--- config.mk ---
export PLATFORM = sky130hd
export DESIGN_NAME = genramrec
export DESIGN_NICKNAME = d
export VERILOG_FILES = /design/src/rtl/genramrec_pkg.sv /design/src/rtl/genramrec_genram.sv /design/src/rtl/genramrec.sv
export SDC_FILE = /design/constraint.sdc
export NUM_CORES = 1
export LEC_CHECK = 0
export ABC_AREA = 1
export CAP_MARGIN = 25
export CORE_UTILIZATION = 45
export CTS_BUF_LIST = sky130_fd_sc_hd__clkbuf_4
export DETAILED_ROUTE_END_ITERATION = 16
export PLACE_DENSITY = 0.61
export RECOVER_POWER = 25
export SLEW_MARGIN = 20
export SYNTH_ARGS = -nofsm -noshare
export SYNTH_HDL_FRONTEND = slang
export SYNTH_SLANG_ARGS = --single-unit
--- constraint.sdc ---
create_clock -name clk -period 3.19 [get_ports clk]
set_input_delay 0.638 -clock clk [delete_from_list [all_inputs] [get_ports clk]]
set_output_delay 0.638 -clock clk [all_outputs]
set_load 0.02 [all_outputs]
--- src/rtl/genramrec_pkg.sv ---
// Shared definitions for the pattern recorder: FSM encodings and the default
// bus geometry used by the recorder and its player/sequencer.
package genramrec_pkg;

   typedef enum logic [1:0] {
      ST_IDLE = 2'd0,
      ST_REC  = 2'd1,
      ST_FULL = 2'd2
   } state_t;

   localparam int DEF_DW    = 5;
   localparam int DEF_AW    = 5;
   localparam int DEF_DELAY = 2;

endpackage

--- src/rtl/genramrec_genram.sv ---
// Generic RAM: one write port, one registered read port (read-before-write).
// Contents are left uninitialised; RAMFILE is accepted for interface compatibility.
module genram
   import genramrec_pkg::*;
#(
   parameter int    DW      = DEF_DW,
   parameter int    AW      = DEF_AW,
   parameter string RAMFILE = ""
) (
   input  logic          clk,
   input  logic          rst,
   input  logic          we,
   input  logic [AW-1:0] wr_addr,
   input  logic [DW-1:0] wr_data,
   input  logic [AW-1:0] rd_addr,
   output logic [DW-1:0] rd_data
);

   logic [DW-1:0] mem [2**AW];

   always_ff @(posedge clk) begin
      if (we) mem[wr_addr] <= wr_data;
   end

   // Reset clears only the output register; stored words survive a reset.
   always_ff @(posedge clk) begin
      if (rst) rd_data <= '0;
      else     rd_data <= mem[rd_addr];
   end

endmodule

--- src/rtl/genramrec.sv ---
// Timed pattern recorder: samples din every 2^DELAY clocks into a RAM.
// Build option RECORDER_LOOP_EN: circular recording instead of halting when full.
//
// state | meaning
// IDLE  | not recording; len/RAM hold the last take
// REC   | recording, one sample per prescaler wrap
// FULL  | all 2^AW words written, recording halted
module genramrec
   import genramrec_pkg::*;
#(
   parameter int    DW      = DEF_DW,
   parameter int    AW      = DEF_AW,
   parameter int    DELAY   = DEF_DELAY,
   parameter string RAMFILE = ""
) (
   input  logic          clk,
   input  logic          rst,
   input  logic          start,
   input  logic          stop,
   input  logic [DW-1:0] din,
   input  logic [AW-1:0] rd_addr,
   output logic [DW-1:0] rd_data,
   output logic          busy,
   output logic          full,
   output logic [AW:0]   len
);

   localparam int              PW    = (DELAY > 0) ? DELAY : 1;
   localparam logic [PW-1:0]   PMAX  = PW'((1 << DELAY) - 1);
   localparam logic [AW:0]     DEPTH = {1'b1, {AW{1'b0}}};
   localparam logic [AW-1:0]   LAST  = '1;

   state_t        state, state_nxt;
   logic [PW-1:0] presc;
   logic [AW-1:0] addr;
   logic [AW:0]   len_q;
   logic          full_q;
   logic          tick, we, restart;

   always_comb begin
      state_nxt = state;
      we        = 1'b0;
      restart   = 1'b0;
      tick      = (presc == '0);
      case (state)
         ST_IDLE, ST_FULL: begin
            if (start && !stop) begin
               state_nxt = ST_REC;
               restart   = 1'b1;
            end
         end
         ST_REC: begin
            we = tick;
            if (stop) state_nxt = ST_IDLE;
`ifdef RECORDER_LOOP_EN
            else if (tick && addr == LAST) state_nxt = ST_REC;
`else
            else if (tick && addr == LAST) state_nxt = ST_FULL;
`endif
         end
         default: state_nxt = ST_IDLE;
      endcase
   end

   always_ff @(posedge clk) begin
      if (rst) state <= ST_IDLE;
      else     state <= state_nxt;
   end

   // len saturates so a looping take never wraps past 2^AW.
   always_ff @(posedge clk) begin
      if (rst || restart) begin
         presc  <= '0;
         addr   <= '0;
         len_q  <= '0;
         full_q <= 1'b0;
      end else if (state == ST_REC) begin
         presc <= (presc == PMAX) ? '0 : presc + 1'b1;
         if (we) begin
            addr <= addr + 1'b1;
            if (len_q != DEPTH) len_q <= len_q + 1'b1;
            if (addr == LAST)   full_q <= 1'b1;
         end
      end
   end

   genram #(
      .DW     (DW),
      .AW     (AW),
      .RAMFILE(RAMFILE)
   ) u_ram (
      .clk    (clk),
      .rst    (rst),
      .we     (we & ~rst),
      .wr_addr(addr),
      .wr_data(din),
      .rd_addr(rd_addr),
      .rd_data(rd_data)
   );

   assign busy = (state == ST_REC);
   assign full = full_q;
   assign len  = len_q;

endmodule

==> results of run 1 <==
worst max path at each step:
stage	slack (ns)	cells after the start	endpoint	from
finish	0.77	3	busy	state[0]$_SDFFE_PP0P_
global route	0.67	3	busy	state[0]$_SDFFE_PP0P_
CTS	0.72	3	busy	state[0]$_SDFFE_PP0P_
detailed placement	0.55	4	u_ram.mem[10][4]$_DFFE_PP_	rst
global placement	0.64	9	u_ram.rd_data[0]$_SDFF_PP0_	rd_addr[1]
floorplan	1.35	4	u_ram.mem[23][0]$_DFFE_PP_	rst
metrics by stage:
step	cell area [um^2]	hold WS [ns]	power, W	util (%)	setup slack (ns)
after floorplan	7620	0.458	0.00284	-	1.35
after global placement	8030	0.457	0.00296	48.4	0.645
after detailed placement	8030	0.461	0.00296	48.4	0.547
after CTS	8290	0.496	0.00413	50.0	0.720
after global routing	8280	0.525	0.00425	49.9	0.674
final	8280	0.490	0.00410	49.9	0.772
power breakdown:
group,internal [W],switching [W]
sequential,0.00259,0.00000963
clock,0.000475,0.000723
combinational,0.0000926,0.000215
total,0.00315,0.000947
layout make-up:
class	count	area share [%]
flip-flops and latches	181	63.1
multi-input cells	463	25.1
repair buffers	38	3.99
well taps	220	3.32
clock buffers	20	1.81
clock inverters	12	1.36
inverters	25	1.24
diodes	1	0.0302
registers in the layout (all words and copies together), names as in the netlist:
| name | flops |
|---|---|
| len | 6 |
| u_ram.mem | 160 |
| full | 1 |
| addr | 5 |
| presc | 2 |
| state | 2 |
| u_ram.rd_data | 5 |
per-layer routing:
| metal | vias up | GRT usage [%] |
|---|---|---|
| met4 | 0 | 7.95 |
| met3 | 24 | 4.31 |
| li1 | 2458 | - |
| met1 | 2392 | 25.8 |
| met5 | - | 0 |
| met2 | 154 | 33.6 |
cells in the mapped netlist:
library cell | instances | area share, %
o21ai_1 | 8 | 0.53
buf_2 | 15 | 0.98
xor2_1 | 1 | 0.11
nor2_4 | 1 | 0.15
buf_4 | 13 | 1.3
dfxtp_1 | 21 | 5.5
clkinv_2 | 1 | 0.066
edfxtp_1 | 160 | 63
buf_6 | 3 | 0.44
nand3_1 | 115 | 7.5
nor3_1 | 1 | 0.066
nand3_2 | 1 | 0.13
o21ai_0 | 5 | 0.33
inv_6 | 1 | 0.11
inv_2 | 2 | 0.099
a21oi_1 | 11 | 0.72
nand2_1 | 220 | 11
xnor2_1 | 2 | 0.23
nand4_1 | 8 | 0.66
nor2_1 | 72 | 3.5
clkbuf_1 | 2 | 0.099
nor3b_1 | 2 | 0.20
inv_1 | 20 | 0.98
a211oi_1 | 4 | 0.39
nand2_4 | 2 | 0.30
ha_1 | 9 | 1.5
o21bai_1 | 1 | 0.099
inv_4 | 1 | 0.082
critical path, delay by kind of cell, from the launching register on:
family	cells	cell delay (ns)
flip-flops	1	0.35
buffers and inverters	2	0.70
AND/OR/NAND/NOR	1	0.17
kinds of logic (layout without fill, tap and decap cells):
logic type	count (synthesis)	count (layout)	synth area share, %
buffers and inverters	58	95	4.15
AND/OR/NAND/NOR	422	422	23.4
adder cells (fa/ha/maj)	9	9	1.48
flip-flops	181	181	68.5
XOR/XNOR	3	3	0.345
AO/OA/AOI/OAI	29	29	2.07
other	0	1	0
==> impl_summary.log, run 1 <==
INFO  metric first_iter_violations = 425
INFO  metric cts_setup_buffers = 0
INFO  metric fp.dieArea = 17500 um^2
INFO  metric yosysUniqueCellTypes = 28
INFO  metric port_buffers = 26
INFO  metric chipHeight = 132 um
INFO  metric layout-drive-gt1-share = 6.22%
INFO  metric maxSlewHeadroom = -12.4%
INFO  metric amount_of_wire_on_met2_after_detailed_routing = 8170 um
INFO  metric first_global_vias = 5060
INFO  metric critical-path-max-stage-delay = 0.64 ns
INFO  metric min_from = full$_SDFFE_PP0P_
INFO  metric final_cell_count_without_fillers = 960
INFO  metric multi_input_comb_area = 2080 um^2
INFO  metric clock_skew = 0.0192 ns
INFO  metric post_cts_resized = 0
INFO  metric startpoint_type = register
INFO  metric hold_path_class = register to register
INFO  metric grt.total_usage = 20.2%
INFO  metric top_signal_layer_used = met4
INFO  metric required = 2.55 ns
INFO  metric critical_path_sink_type = output pin
INFO  metric critical-path-slowest-cell = clkdlybuf4s50_1
INFO  metric rrSetupSlack = 1.11 ns
INFO  metric final.setup.tns = 0 ns
INFO  metric synth.yosys.seq_area_share = 68.5%
INFO  metric worst_pin_slew = 1.69 ns
INFO  metric critical_path_class = register to output pin
INFO  metric htreeDepth = 4
INFO  metric met3_length = 805 um
INFO  metric pin_count_of_the_biggest_net_entering_global_routing = 51
INFO  metric viasPerCell = 5.24
INFO  metric global_route_wire_length_before_repair = 26400 um
INFO  metric period_share = 75.8%
INFO  metric area_growth_syn_to_layout = 8.62%
INFO  metric filler_cell_count = 1522
INFO  metric wl_per_cell = 17.3 um
INFO  metric core-area = 16600 um^2
INFO  metric sequential_cell_area = 5230 um^2
INFO  metric path_cells = inv_2 -> nor2_4 -> clkdlybuf4s50_1
INFO  metric initial_antenna_violation_count = 1
INFO  metric violations_in_the_final_reports = max-capacitance violations, max-slew violations
INFO  metric clk_root_buffer_cell = clkbuf_4
INFO  metric clk_pin_slew = 0.13 ns
INFO  metric clock_latency_on_the_worst_skew_pair = 0.57 ns
INFO  metric synth-warning-count = 0
INFO  metric leakage = 2.93 nW
INFO  metric critical_path_peak_fanout = 6
INFO  metric clock.fmax = 414 MHz
INFO  metric io-pin-count = 27
INFO  metric layout.cells.most_common_list = 220 x nand2_1, 160 x edfxtp_1, 115 x nand3_1
INFO  metric numClockSinks = 181
INFO  metric timing.rr.start = presc[0]$_SDFFE_PP0P_
INFO  metric postSynthNetCount = 725
INFO  metric cts_hold_buf = 0
INFO  metric finalSetupViolCount = 0
INFO  metric routedLengthMet1 = 7400 um
INFO  metric final_common_cell = nand2_1
INFO  metric wl = 16600 um
INFO  metric power_per_cell_area = 495 nW/um^2
INFO  metric post_synth_instance_area = 7620 um^2
INFO  metric place_inst = 927
INFO  metric slew_viol_final = 132
INFO  metric period_needed = 2.42 ns
INFO  metric tritoncts_clock_tree = built
INFO  metric floorplan.initialDensity = 46.0%
INFO  metric synth_seq_cells = 181
INFO  metric die_w = 132 um
INFO  metric drc_errors = 0
INFO  metric placement_rows = 47
INFO  metric r2r_end = u_ram.mem[11][2]$_DFFE_PP_
INFO  metric detailed_place_hpwl = 10200 um
INFO  metric setup_repair_after_global_routing_missed_its_margin = no
INFO  metric reported_max_cap_violation_count = 4
INFO  metric drtPass1Iterations = 5
INFO  metric finalWeightedCongestion = 0.812
INFO  metric holdPathEnd = full$_SDFFE_PP0P_
INFO  metric worst_ir_drop_vdd = 0.216 mV
INFO  metric tritoncts.num_buffers = 17
INFO  metric avgSynthCellArea = 10.9 um^2
INFO  metric drt.antenna.violating_nets = 0
INFO  metric final_nets = 749
INFO  metric run_status = complete, but fails checks
INFO  metric overflow = 0
INFO  metric dr_total_vias = 5028
INFO  metric netlist_instances = 702
INFO  metric min_path_cells = 2
INFO  metric fin_hold_viols = 0
INFO  metric rr_worst_depth = 6
INFO  metric crit_arrival = 1.78 ns
INFO  metric ctsLongestPathBuffers = 2
No activity file was read; power rests on OpenSTA's default activity.
==> inputs of run 2 (changes only) <==
--- a/config.mk
+++ b/config.mk
@@ -10,7 +10,7 @@
 export CORE_UTILIZATION = 45
 export CTS_BUF_LIST = sky130_fd_sc_hd__clkbuf_4
 export DETAILED_ROUTE_END_ITERATION = 16
-export PLACE_DENSITY = 0.61
+export PLACE_DENSITY = 0.63
 export RECOVER_POWER = 25
 export SLEW_MARGIN = 20
 export SYNTH_ARGS = -nofsm -noshare
==> constraint.sdc (replaced) <==
create_clock -name clk -period 2 [get_ports clk]
set_input_delay 0.4 -clock clk [delete_from_list [all_inputs] [get_ports clk]]
set_output_delay 0.4 -clock clk [all_outputs]
set_load 0.02 [all_outputs]
==> impl_summary.log, run 2 (synthesis gave the netlist of run 1 again) <==
INFO  metric sequential_cell_area = 5230 um^2 (unchanged)
INFO  metric critical-path-max-stage-delay = 0.63 ns (about the same)
INFO  metric maxSlewHeadroom = -3.05% (+9.4 points)
INFO  metric fin_hold_viols = 0 (unchanged)
INFO  metric floorplan.initialDensity = 46.0% (unchanged)
INFO  metric grt.total_usage = 20.5% (+0.35 points)
INFO  metric slew_viol_final = 33 (-75%)
INFO  metric finalSetupViolCount = 0 (unchanged)
INFO  metric finalWeightedCongestion = 0.859 (+5.8%)
INFO  metric port_buffers = 26 (unchanged)
INFO  metric run_status = complete, but fails checks
INFO  metric clock_latency_on_the_worst_skew_pair = 0.57 ns (about the same)
INFO  metric critical-path-top-delay-family = buffers and inverters
INFO  metric first_iter_violations = 452 (+6.4%)
INFO  metric core-area = 16600 um^2 (unchanged)
INFO  metric first_global_vias = 5106 (+0.91%)
INFO  metric critical_path_class = register to output pin
INFO  metric chipHeight = 132 um (unchanged)
INFO  metric crit_arrival = 1.57 ns (-0.21 ns)
INFO  metric overflow = 0 (unchanged)
INFO  metric worst_ir_drop_vdd = 0.357 mV (+65%)
INFO  metric violations_in_the_final_reports = max-capacitance violations, max-slew violations
INFO  metric path_cells = clkdlybuf4s50_1
INFO  metric clock.fmax = 509 MHz
INFO  metric pin_count_of_the_biggest_net_entering_global_routing = 46 (-9.8%)
INFO  metric fp.dieArea = 17500 um^2 (unchanged)
INFO  metric clk_pin_slew = 0.13 ns (about the same)
INFO  metric io-pin-count = 27 (unchanged)
INFO  metric worst_pin_slew = 1.55 ns (-0.140 ns)
INFO  metric tritoncts_clock_tree = built
INFO  metric startpoint_type = register
INFO  metric dr_total_vias = 5189 (+3.2%)
INFO  metric tritoncts.num_buffers = 17 (unchanged)
INFO  metric dp_worst_setup_slack = -0.0474 ns (-0.594 ns)
INFO  metric cts_setup_buffers = 0 (unchanged)
INFO  metric period_needed = 1.97 ns
INFO  metric die_w = 132 um (unchanged)
INFO  metric layout.cells.most_common_list = 220 x nand2_1, 160 x edfxtp_1, 115 x nand3_1
INFO  metric ctsLongestPathBuffers = 2 (unchanged)
INFO  metric antenna_diode_count = 0 (-1)
INFO  metric detailed_place_hpwl = 10900 um (+6.8%)
INFO  metric required = 1.60 ns (-0.95 ns)
INFO  metric clk_root_buffer_cell = clkbuf_4
INFO  metric filler_cell_count = 1476 (-3.0%)
INFO  metric timing.critical_path.buf_inv = 1 (-1)
INFO  metric hold_path_class = input port to register
INFO  metric placement_rows = 47 (unchanged)
INFO  metric postLayoutSetupSlackWorst = 0.0343 ns (-0.738 ns)
INFO  metric global_route_wire_length_before_repair = 27000 um (+2.2%)
INFO  metric area_growth_syn_to_layout = 14.0%
INFO  metric reported_max_cap_violation_count = 1 (-3)
INFO  metric drc_errors = 0 (unchanged)
INFO  metric critical_path_peak_fanout = 1 (-5)
INFO  metric wl_per_cell = 16.9 um (-2.5%)
INFO  metric power_per_cell_area = 764 nW/um^2 (+54%)
INFO  metric numClockSinks = 181 (unchanged)
INFO  metric top_reg_by_flops = u_ram.mem
INFO  metric final_common_cell = nand2_1
INFO  metric placement.cell_area = 8460 um^2 (+5.3%)
INFO  metric clock_skew = 0.0182 ns (-0.000945 ns)
INFO  metric wl = 16900 um (+1.6%)
INFO  metric multi_input_comb_area = 2080 um^2 (unchanged)
INFO  metric drtPass1Iterations = 6 (+1)
INFO  metric period_share = 98.3%
INFO  metric htreeDepth = 4 (unchanged)
INFO  metric final_nets = 791 (+5.6%)
INFO  metric leakage = 3.28 nW (+12%)
INFO  metric largest_register_ff_count = 160 (unchanged)
INFO  metric layout-drive-gt1-share = 11.7% (+5.4 points)
INFO  metric layout.cell_area.non_filler = 8690 um^2 (+5.0%)
INFO  metric layout.core_utilization = 52.4% (+2.5 points)
INFO  metric viasPerCell = 5.18 (-1.0%)
INFO  metric initial_antenna_violation_count = 0 (-1)
INFO  metric critical-path-slowest-cell = clkdlybuf4s50_1
INFO  metric critical_path_sink_type = output pin
INFO  metric drt.antenna.violating_nets = 0 (unchanged)
## run 2: power by group
group	internal, W	total (W)	switching, W	leakage (nW)
Sequential	0.00413	0.00414	0.0000173	1.61
Clock	0.000818	0.00198	0.00116	0.148
Combinational	0.000175	0.000525	0.000350	1.52
Total	0.00512	0.00664	0.00153	3.28
## run 2: what timing repair did
item                       4_1_cts  5_1_grt
resized for setup                7        2
hold buffers                     0        0
setup endpoints to repair        7        2
## run 2: path summary, 6_finish.rpt
kind	cells after the start	end	slack [ns]	startpoint
max	1	rd_data[2]	0.03	u_ram.rd_data[2]$_SDFF_PP0_
min	3	state[0]$_SDFFE_PP0P_	0.46	start
max reg2reg	7	u_ram.mem[7][4]$_DFFE_PP_	0.14	presc[0]$_SDFFE_PP0P_
min reg2reg	2	presc[0]$_SDFFE_PP0P_	0.52	presc[0]$_SDFFE_PP0P_
## run 2: metrics by stage
stage	setup TNS, ns	std cells	power [W]	hold slack, ns
final	0	1001	0.00664	0.465
after global routing	-0.000326	1001	0.00689	0.457
after CTS	0	1001	0.00671	0.424
after detailed placement	-0.367	969	0.00477	0.498
after global placement	0	969	0.00476	0.456
after floorplan	0	702	0.00453	0.458
## run 2: per-layer routing
layer | up-vias | global-route usage, % | wire length (um)
met5 | - | 0 | 0
met4 | 0 | 8.07 | 337
met3 | 29 | 3.50 | 731
met2 | 126 | 34.6 | 8420
met1 | 2498 | 26.4 | 7420
li1 | 2536 | - | -
## run 2: final cells by class
class	count	share of cell area [%]
clock buffer	23	1.99
timing repair buffer	80	8.41
sequential	181	60.1
tap	220	3.17
clock inverter	9	1.21
inverter	25	1.18
multi-input combinational	463	23.9
==> inputs of run 3 (changes only) <==
--- a/config.mk
+++ b/config.mk
@@ -12,6 +12,7 @@
 export DETAILED_ROUTE_END_ITERATION = 16
 export PLACE_DENSITY = 0.63
 export RECOVER_POWER = 25
+export REMOVE_ABC_BUFFERS = 1
 export SLEW_MARGIN = 20
 export SYNTH_ARGS = -nofsm -noshare
 export SYNTH_HDL_FRONTEND = slang
==> impl_summary.log, run 3 (synthesis gave the netlist of run 1 again) <==
INFO  metric clk_pin_slew = 0.13 ns (about the same)
INFO  metric hold_path_class = input port to register
INFO  metric slew_viol_final = 0 (-100%)
INFO  metric finalSetupViolCount = 0 (unchanged)
INFO  metric startpoint_type = register
INFO  metric dp_worst_setup_slack = -0.0789 ns (-0.0314 ns)
INFO  metric drc_errors = 0 (unchanged)
INFO  metric wl = 17100 um (+0.90%)
INFO  metric power_report.internal_total = 0.00517 W (+1.0%)
INFO  metric critical_path_sink_type = output pin
INFO  metric maxSlewHeadroom = 7.51% (+11 points)
INFO  metric critical_path_peak_fanout = 6 (+5)
INFO  metric fp.dieArea = 17500 um^2 (unchanged)
INFO  metric reported_max_cap_violation_count = 0 (-1)
INFO  metric seq_power_share = 61.9% (-0.5 points)
INFO  metric filler_cell_count = 1497 (+1.4%)
INFO  metric final_common_cell = nand2_1
INFO  metric pin_count_of_the_biggest_net_entering_global_routing = 42 (-8.7%)
INFO  metric clock_skew = 0.0244 ns (+0.00614 ns)
INFO  metric die_w = 132 um (unchanged)
INFO  metric overflow = 0 (unchanged)
INFO  metric drt.antenna.violating_nets = 0 (unchanged)
INFO  metric leakage = 3.28 nW (about the same)
INFO  metric first_iter_violations = 572 (+27%)
INFO  metric period_needed = 1.89 ns (-0.0738 ns)
INFO  metric period_share = 94.6% (-3.7 points)
INFO  metric drtPass1Iterations = 5 (-1)
INFO  metric power_per_cell_area = 767 nW/um^2 (+0.33%)
INFO  metric cts_setup_buffers = 0 (unchanged)
INFO  metric io-pin-count = 27 (unchanged)
INFO  metric clock_latency_on_the_worst_skew_pair = 0.56 ns (about the same)
INFO  metric antenna_diode_count = 0 (unchanged)
INFO  metric first_global_vias = 5291 (+3.6%)
INFO  metric detailed_place_hpwl = 11000 um (+0.89%)
INFO  metric run_status = complete, no violations
INFO  metric port_buffers = 26 (unchanged)
INFO  metric layout-drive-gt1-share = 12.0% (+0.34 points)
INFO  metric clk_root_buffer_cell = clkbuf_4
INFO  metric tritoncts_clock_tree = built
INFO  metric fin_hold_viols = 0 (unchanged)
INFO  metric critical-path-top-delay-family = buffers and inverters
INFO  metric met3_length = 1090 um (+49%)
INFO  metric grt.total_usage = 21.0% (+0.51 points)
INFO  metric viasPerCell = 5.22 (+0.64%)
INFO  metric critical-path-max-stage-delay = 0.37 ns (-0.26 ns)
INFO  metric wl_per_cell = 17.0 um (+0.60%)
INFO  metric postLayoutSetupSlackWorst = 0.108 ns (+0.0738 ns)
INFO  metric chipHeight = 132 um (unchanged)
INFO  metric critical_path_class = register to output pin
INFO  metric global_route_wire_length_before_repair = 27300 um (+1.2%)
INFO  metric setup_repair_after_global_routing_missed_its_margin = no
INFO  metric netSwitchingFraction = 22.6% (-0.41 points)
INFO  metric dr_total_vias = 5238 (+0.94%)
INFO  metric routedLengthMet1 = 7410 um (-0.20%)
INFO  metric amount_of_wire_on_met2_after_detailed_routing = 8150 um (-3.2%)
INFO  metric net-switching-power = 0.00151 W (-1.3%)
INFO  metric finalWeightedCongestion = 0.907 (+5.6%)
INFO  metric tritoncts.num_buffers = 17 (unchanged)
INFO  metric area_growth_syn_to_layout = 14.2%
INFO  metric initial_antenna_violation_count = 0 (unchanged)
INFO  metric worst_pin_slew = 1.39 ns (-0.158 ns)
INFO  metric fraction_of_power_consumed_by_the_clock_network = 30.1% (+0.3 points)
INFO  metric layout.cells.most_common_list = 220 x nand2_1, 160 x edfxtp_1, 115 x nand3_1
INFO  metric ctsLongestPathBuffers = 2 (unchanged)
INFO  metric final_nets = 794 (+0.38%)
INFO  metric timing.hold.ws = 0.479 ns (+0.0137 ns)
INFO  metric path_cells = inv_2 -> nor2_4 -> dlygate4sd2_1
INFO  metric top_signal_layer_used = met4
INFO  metric required = 1.60 ns (about the same)
INFO  metric crit_arrival = 1.49 ns (-0.08 ns)
INFO  metric numClockSinks = 181 (unchanged)
INFO  metric largest_register_ff_count = 160 (unchanged)
INFO  metric placement_rows = 47 (unchanged)
INFO  metric top_reg_by_flops = u_ram.mem
INFO  metric floorplan.initialDensity = 46.0% (unchanged)
INFO  metric power_frac_comb = 7.9% (about the same)
INFO  metric core-area = 16600 um^2 (unchanged)
INFO  metric timing.critical_path.buf_inv = 2 (+1)
INFO  metric htreeDepth = 4 (unchanged)
INFO  metric clock.fmax = 529 MHz (+3.9%)
INFO  metric critical-path-slowest-cell = dlygate4sd2_1
INFO  metric worst_ir_drop_vdd = 0.305 mV (-15%)
## run 3: changes by cell type in the layout (fill, tap and decap cells not counted), sizes merged
cell | before | now
clkbuf | 24 | 21
clkdlybuf4s50 | 13 | 14
dlymetal6s2s | 2 | 1
buf | 51 | 55
dlymetal6s4s | 3 | 1
clkinvlp | 3 | 1
bufinv | 2 | 3
clkinv | 5 | 10
## run 3: path summary, 6_finish.rpt
path	from	endpoint	slack (ns)	depth (start not counted)
max	state[0]$_SDFFE_PP0P_	busy	0.11	3
min	start	state[0]$_SDFFE_PP0P_	0.48	3
max reg2reg	presc[0]$_SDFFE_PP0P_	u_ram.mem[7][4]$_DFFE_PP_	0.14	7
min reg2reg	presc[1]$_SDFFE_PP0P_	presc[1]$_SDFFE_PP0P_	0.49	2
## run 3: power groups by stage
stage | Clock, W | Sequential (W) | Combinational, W
global route | 0.00223 | 0.00414 | 0.000588
CTS | 0.00206 | 0.00414 | 0.000547
detailed placement | 0 | 0.00422 | 0.000546
floorplan | 0 | 0.00423 | 0.000231
finish | 0.00201 | 0.00414 | 0.000531
global placement | 0 | 0.00422 | 0.000536
## run 3: worst reg2reg max path: cells and delay by family, from the launching register on
family / cells / cell delay, ns
fa+ha+maj: 1 / 0.23
buf+inv: 3 / 0.34
flops: 1 / 0.35
simple gates: 3 / 0.68
## run 3: repair_timing
item                                    4_1_cts  5_1_grt
resized for setup                             7        1
endpoints found under the setup margin        7        1
hold buffers                                  0        0
## run 3: per-stage QoR
step                util (%)  TNS [ns]  cells  cell area [um^2]  total power, W
floorplan                  -         0    669              7410         0.00446
global placement        51.1     -1.82    972              8470         0.00476
detailed placement      51.1     -2.98    972              8470         0.00477
CTS                     52.7         0   1004              8740         0.00675
global route            52.5         0   1004              8710         0.00695
finish                  52.5         0   1004              8710         0.00668
## run 3: area by class of cell
type	instances	area, um^2	area share (%)
well taps	220	275	3.16
inverters	25	103	1.18
clock inverters	13	141	1.62
clock buffers	19	143	1.64
repair buffers	83	739	8.49
flip-flops and latches	181	5230	60.0
multi-input cells	463	2080	23.9
## run 3: per-layer routing
metal	global-route usage [%]	up-vias
met5	0	-
met2	34.0	184
met3	4.69	31
met1	27.0	2481
li1	-	2542
met4	9.88	0
